--- src/rtl/sensor_pkg.sv ---
// Shared sensor definitions: input count and bit positions of each raw sensor/switch.
// Reused by the irrigation controller top level so both sides agree on the bit map.
package sensor_pkg;

    localparam int N_SENSORS = 7;

    localparam int IDX_HIGH     = 0;
    localparam int IDX_MIDDLE   = 1;
    localparam int IDX_LOW      = 2;
    localparam int IDX_SOIL     = 3;
    localparam int IDX_AIR      = 4;
    localparam int IDX_TEMP     = 5;
    localparam int IDX_SELECTOR = 6;

    typedef logic [N_SENSORS-1:0] sensor_vec_t;

endpackage

--- src/rtl/debounce_bit.sv ---
// One input lane: flip-flop synchroniser, stability counter and clean level register.
// New levels are accepted only after STABLE_SAMPLES consecutive mismatching sample ticks.
module debounce_bit #(
    parameter int SYNC_STAGES    = 2,
    parameter int STABLE_SAMPLES = 8
) (
    input  logic clk,
    input  logic rst,
    input  logic raw,
    input  logic sample_tick,
    output logic clean,
    output logic changed
);

    localparam int CW = $clog2(STABLE_SAMPLES + 1);
    localparam logic [CW-1:0] CNT_LAST = CW'(STABLE_SAMPLES - 1);

    logic [SYNC_STAGES-1:0] sync_p0;
    logic                   sync;
    logic [CW-1:0]          cnt;

    // Synchroniser stage: raw is asynchronous, only the last flop is used downstream
    always_ff @(posedge clk) begin
        if (rst) begin
            sync_p0 <= '0;
        end else begin
            sync_p0 <= {sync_p0[SYNC_STAGES-2:0], raw};
        end
    end

    assign sync = sync_p0[SYNC_STAGES-1];

    // Debounce stage: any matching tick discards the partial count
    always_ff @(posedge clk) begin
        if (rst) begin
            cnt     <= '0;
            clean   <= 1'b0;
            changed <= 1'b0;
        end else if (sample_tick) begin
            if (sync == clean) begin
                cnt     <= '0;
                changed <= 1'b0;
            end else if (cnt == CNT_LAST) begin
                cnt     <= '0;
                clean   <= sync;
                changed <= 1'b1;
            end else begin
                cnt     <= cnt + 1'b1;
                changed <= 1'b0;
            end
        end else begin
            changed <= 1'b0;
        end
    end

endmodule

--- src/rtl/sensor_debouncer.sv ---
// Synchronises and debounces the seven raw irrigation sensor/switch inputs.
// A single prescaler paces all lanes; each lane produces a clean level and a change pulse.
module sensor_debouncer
    import sensor_pkg::*;
#(
    parameter int SYNC_STAGES    = 2,
    parameter int SAMPLE_DIV     = 50000,
    parameter int STABLE_SAMPLES = 8
) (
    input  logic                 clk,
    input  logic                 rst,
    input  logic [N_SENSORS-1:0] raw_in,
    output logic [N_SENSORS-1:0] clean_out,
    output logic [N_SENSORS-1:0] changed,
    output logic                 sample_tick
);

    localparam int PW = $clog2(SAMPLE_DIV + 1);
    localparam logic [PW-1:0] PS_LAST = PW'(SAMPLE_DIV - 1);

    logic [PW-1:0] ps_cnt;

    // Prescaler stage: tick is registered, so it appears the cycle after the terminal count
    always_ff @(posedge clk) begin
        if (rst) begin
            ps_cnt      <= '0;
            sample_tick <= 1'b0;
        end else if (ps_cnt == PS_LAST) begin
            ps_cnt      <= '0;
            sample_tick <= 1'b1;
        end else begin
            ps_cnt      <= ps_cnt + 1'b1;
            sample_tick <= 1'b0;
        end
    end

    for (genvar i = 0; i < N_SENSORS; i++) begin : g_lane
        debounce_bit #(
            .SYNC_STAGES   (SYNC_STAGES),
            .STABLE_SAMPLES(STABLE_SAMPLES)
        ) u_lane (
            .clk        (clk),
            .rst        (rst),
            .raw        (raw_in[i]),
            .sample_tick(sample_tick),
            .clean      (clean_out[i]),
            .changed    (changed[i])
        );
    end

endmodule

--- config.mk ---
export PLATFORM = sky130hd
export DESIGN_NAME = sensor_debouncer
export DESIGN_NICKNAME = d
export VERILOG_FILES = /design/src/rtl/sensor_pkg.sv /design/src/rtl/debounce_bit.sv /design/src/rtl/sensor_debouncer.sv
export SDC_FILE = /design/constraint.sdc
export NUM_CORES = 1
export LEC_CHECK = 0
export ABC_AREA = 1
export CAP_MARGIN = 20
export CORE_MARGIN = 2
export CORE_UTILIZATION = 52
export CTS_BUF_LIST = sky130_fd_sc_hd__clkbuf_8
export DETAILED_ROUTE_END_ITERATION = 12
export MAX_ROUTING_LAYER = met4
export PLACE_DENSITY = 0.72
export SYNTH_ARGS = -nofsm -noshare
export SYNTH_HDL_FRONTEND = slang
export SYNTH_SLANG_ARGS = --single-unit
--- constraint.sdc ---
create_clock -name clk -period 2.05 [get_ports clk]
set_clock_uncertainty 0.2 [all_clocks]
set_input_delay 0.5125 -clock clk [delete_from_list [all_inputs] [get_ports clk]]
set_output_delay 0.5125 -clock clk [all_outputs]
set_load 0.01 [all_outputs]
======== Word-level counts from Yosys, hierarchy flattened ========
Cells that the tools add are included.
word-level totals
  register bits ........................... 73
  bits in latches ......................... 0
  memory bits (writable) .................. 0
  memory bits (read-only) ................. 0
  output and inout bits ................... 15
  logic and storage cells ................. 98
  memories ................................ 0
operators by class
  add/sub/neg operators ................... 8
  multipliers ............................. 0
  div/mod/pow operators ................... 0
  $lt $le $gt $ge ......................... 0
  equality and inequality tests ........... 15
  shift-type cells ........................ 0
  muxes and demuxes ....................... 22
  bitwise operators ....................... 8
  reductions and logical operators ........ 15
operators with widths
  operator                                                               count
  4-bit 2-to-1 mux                                                       14
  4-bit by 1-bit adder with 4-bit output, second input constant          7
  4-bit by 3-bit equality test with 1-bit output, second input constant  7
  3-bit AND reduction                                                    7
  3-bit OR reduction                                                     7
  16-bit by 1-bit adder with 16-bit output, second input constant        1
  16-bit equality test, second input constant                            1
  1-bit 2-to-1 mux                                                       8
  1-bit NOT                                                              8
  1-bit equality test                                                    7
  2-bit OR reduction                                                     1

======== Longest topological paths before layout ========
  depth in word-level cells ............... 3
  depth in mapped cells ................... 8

======== By module ========
From an unflattened synthesis, not the netlist that was laid out.
unflattened totals
  cell total of the unflattened synthesis .. 476
  area total of the unflattened synthesis .. 3,359.5 um2
by module, submodules not included
  module            times used  cells each  area an instance (um2)  sequential area each (um2)
  debounce_bit      7           49          352.8                   160.2
  sensor_debouncer  1           133         889.6                   340.3

======== Worst setup path before layout ========
Ideal clock, no wire load.
  kind .................................... register -> register
  start point ............................. register ps_cnt[0]
  end point ............................... register ps_cnt[13]
  arrival ................................. 1.146 ns
  path slack .............................. 0.587 ns
  cell stages (with the launch flop) ...... 8
  path buffers ............................ 1
  period minus slack after synthesis ...... 1.463 ns
  path through ............................ dfxtp_1 ha_1 nand3_2 nor2_1 nand2_1 nand2_2 buf_6 a21oi_1
between the ends
  longest elaborated chain between the ends .. 2
RTL lines
  item                                                                              RTL line                text
  from (decl)                                                                       sensor_debouncer.sv:21  logic [PW-1:0] ps_cnt;
  from (signal assigned)                                                            sensor_debouncer.sv:32  ps_cnt <= ps_cnt + 1'b1;
  branches (longest 2 deep; another with 16-bit by 1-bit adder with 16-bit output)  n/a
Several ways; the timed one is not identified.
A chain may end at the register's enable or synchronous reset.

======== Worst setup path in the final report ========
  start point ............................. register g_lane[4].u_lane.clean
  end point ............................... output port clean_out[4]
RTL lines
  item                    RTL line                text
  from (decl)             debounce_bit.sv:11      output logic clean,
  from (signal assigned)  debounce_bit.sv:45      clean <= sync;
  to (decl)               sensor_debouncer.sv:13  output logic [N_SENSORS-1:0] clean_out,
No word-level cell between the ends.

==> impl_metrics.py <==
metrics = {
    "global_route": {
        "use_met1": 0.2335,
        "use_met3": 0.04175,
        "grt_max_degree": 27,
        "top_usage_layer": "met2",
        "overflow": 0,
        "grt_pass1_wl_mm": 10.49,
        "grtUsageMet2": 0.2955,
        "antenna_found_initial": 0,
        "gr-usage-all-layers": 0.1915,
        "grt_pass1_vias": 2418,
    },
    "sta": {
        "period_minus_slack_ns": 1.992,
        "grt_setup_unrepaired": "false",
        "whs_ns": 0.2017,
        "min_period_over_period": 0.9715,
        "relSlewSlack": 0.7295,
        "tightest_slew_ns": 0.4027,
        "setup_tns_ns": 0,
        "slew_violations": 0,
        "clock.fmax_mhz": 502.1,
        "hold_viol": 0,
        "report.final.setup_viol": 0,
    },
    "clocking": {
        "hold_buffers": 0,
        "cts_setup_buffers": 0,
        "clock-root-buffer": "clkbuf_8",
        "clock_path_buffers": 2,
        "h-tree-depth": 3,
        "clk_latency_ns": 0.36,
        "numCtsBuffers": 9,
        "cts_resized": 0,
        "clock-sinks": 73,
        "clk_pin_slew_ns": 0.08,
        "cts_tree": "done",
    },
    "routing": {
        "drt_pre_antenna_iters": 4,
        "routed_wl_mm": 6.017,
        "via_count": 2705,
        "via_per_inst": 4.874,
        "drcViolationCount": 0,
        "wl_per_cell_um": 10.84,
        "drt-initial-drc-count": 127,
        "ant_nets": 0,
    },
    "worst_setup_path": {
        "cpPeakStageDelay_ns": 0.55,
        "rr_endpoint": "ps_cnt[9]$_SDFF_PP0_",
        "crit_arrival_ns": 1.28,
        "crit_family": "buffers and inverters",
        "path_max_fanout": 4,
        "ff2ff_path_depth": 6,
        "crit_chain": "clkdlybuf4s50_1",
        "end_kind": "output pin",
        "cp_num_buf_inv": 1,
        "critPathKind": "flop to output pin",
        "r2r_setup_slack_ns": 0.41,
        "slowest_stage": "clkdlybuf4s50_1",
        "path_depth": 1,
        "start_kind": "flop",
        "crit_start": "g_lane[4].u_lane.clean$_SDFFE_PP0P_",
        "cp.required_ns": 1.34,
        "r2r-start": "ps_cnt[0]$_SDFF_PP0_",
        "critPathCapture": "clean_out[4]",
    },
    "logic_synthesis": {
        "synth_top_area_cell": "dfxtp_1",
        "async_flop_share": 0,
        "synth.top_cell.area_share": 0.4468,
        "synth_most_common_cell": "nand2_1",
        "synth_ff_type": "dfxtp_1",
        "synth.avg_cell_area_um2": 7.126,
        "synth_cell_types": 24,
        "netlist_instances": 459,
        "ys_seq_area_frac": 0.4468,
        "synth-edff-count": 0,
        "synthTopCellsByArea": "dfxtp_1 45%, nand2_1 12%, inv_1 7.7%",
        "synth.top_cells.by_count": "101 x nand2_1, 73 x dfxtp_1, 67 x inv_1, 67 x nor2_1, 41 x a21oi_1",
        "yosysWarnings": 0,
        "syn_nets": 476,
        "ys_seq_elements": 73,
        "netlist_area_mm2": 0.003271,
    },
    "floorplan": {
        "start_util": 0.5459,
        "num_rows": 28,
        "fp.dieW_um": 83.31,
        "io_pins": 24,
        "dieArea_mm2": 0.006940,
        "fp.coreArea_mm2": 0.005991,
        "dieHeight_um": 83.31,
    },
    "finish": {
        "multi_input_area_mm2": 0.001403,
        "antenna_cells": 0,
        "stdcell_count": 555,
        "fin_nets": 492,
        "seqCellArea_mm2": 0.001461,
        "drive_above_1_share": 0.05417,
        "syn_to_final_growth_pct": 12.97,
        "final_area_mm2": 0.003695,
        "nFillCells": 577,
    },
    "run": {
        "max-cap-violations": 0,
    },
    "placement": {
        "hpwl_mm": 4.198,
        "gp_congestion": 0.9213,
        "post-place-cells": 539,
        "placed_cell_area_mm2": 0.003476,
        "portBuffers": 23,
    },
    "power": {
        "vdd_drop_max_mv": 0.4681,
        "p_per_area_mw_per_mm2": 743.7,
        "leakagePower_nw": 1.447,
    },
    "run_status": {
        "outcome": "finished, final reports clean",
    },
    "min_path": {
        "hold_class": "flop to flop",
    },
}
-- state kept, by name, summed over array words and instances, names as in the netlist --
register	count
g_lane.u_lane.sync_p0	14
g_lane.u_lane.changed	7
g_lane.u_lane.clean	7
sample_tick	1
g_lane.u_lane.cnt	28
ps_cnt	16
-- kinds of logic after synthesis --
group,after synthesis,synth area share
XOR/XNOR,10,0.02678
buffers and inverters,91,0.1243
AO/OA/AOI/OAI,63,0.1018
adder cells (fa/ha/maj),8,0.03061
AND/OR/NAND/NOR,214,0.2697
flip-flops,73,0.4468
-- power breakdown --
group | switching (mW) | internal [mW] | leakage, nW
Combinational | 0.0415 | 0.0308 | 0.747
Sequential | 0.0121 | 1.43 | 0.591
Clock | 0.545 | 0.684 | 0.109
Total | 0.599 | 2.15 | 1.45
-- layout by cell type (no fill, tap or decap), types with 2 or more instances in the layout --
cell type,n
nand2_1,101
dfxtp_1,73
bufinv_16,2
clkinv_4,2
xnor2_1,9
clkinv_2,2
nand4_1,6
a21oi_1,41
clkbuf_8,9
nand3_1,30
nor2_1,67
ha_1,8
nor3_1,6
o21a_1,6
inv_1,67
o21ai_0,15
buf_4,5
clkdlybuf4s50_1,22
-- cell type report --
type | instances | share of cell area
Clock buffer | 9 | 0.03353
Clock inverter | 7 | 0.02574
Inverter | 68 | 0.06908
Multi-Input combinational cell | 295 | 0.3796
Sequential cell | 73 | 0.3955
Tap cell | 75 | 0.02540
Timing Repair Buffer | 28 | 0.07111
-- how the worst min path moves through the flow --
stage | from | to | slack [ns] | cells after the start
6_report | g_lane[2].u_lane.sync_p0[0]$_SDFF_PP0_ | g_lane[2].u_lane.sync_p0[1]$_SDFF_PP0_ | 0.20 | 2
2_1_floorplan | g_lane[0].u_lane.sync_p0[0]$_SDFF_PP0_ | g_lane[0].u_lane.sync_p0[1]$_SDFF_PP0_ | 0.19 | 2
3_5_place_dp | g_lane[2].u_lane.sync_p0[0]$_SDFF_PP0_ | g_lane[2].u_lane.sync_p0[1]$_SDFF_PP0_ | 0.19 | 2
3_3_place_gp | g_lane[1].u_lane.sync_p0[0]$_SDFF_PP0_ | g_lane[1].u_lane.sync_p0[1]$_SDFF_PP0_ | 0.19 | 2
4_1_cts | g_lane[2].u_lane.sync_p0[0]$_SDFF_PP0_ | g_lane[2].u_lane.sync_p0[1]$_SDFF_PP0_ | 0.20 | 2
5_1_grt | g_lane[5].u_lane.sync_p0[0]$_SDFF_PP0_ | g_lane[5].u_lane.sync_p0[1]$_SDFF_PP0_ | 0.22 | 2
-- through the flow --
| step | setup WS (ns) | total power [mW] | util |
|---|---|---|---|
| finish | 0.05836 | 2.748 | 0.6168 |
| global route | 0.005052 | 2.861 | 0.6168 |
| CTS | 0.04116 | 2.781 | 0.6168 |
| detailed placement | 0.4071 | 1.553 | 0.5802 |
| global placement | 0.4454 | 1.551 | 0.5802 |
| floorplan | 0.5875 | 1.523 | - |
-- layer usage --
layer | part of all wire | wire (um) | vias up
met5 | 0 | 0 | -
met4 | 0.024 | 143 | 0
met3 | 0.031 | 186 | 11
met2 | 0.46 | 2765 | 30
met1 | 0.49 | 2923 | 1207
li1 | - | - | 1457
Power figures use the tool's default switching activity.
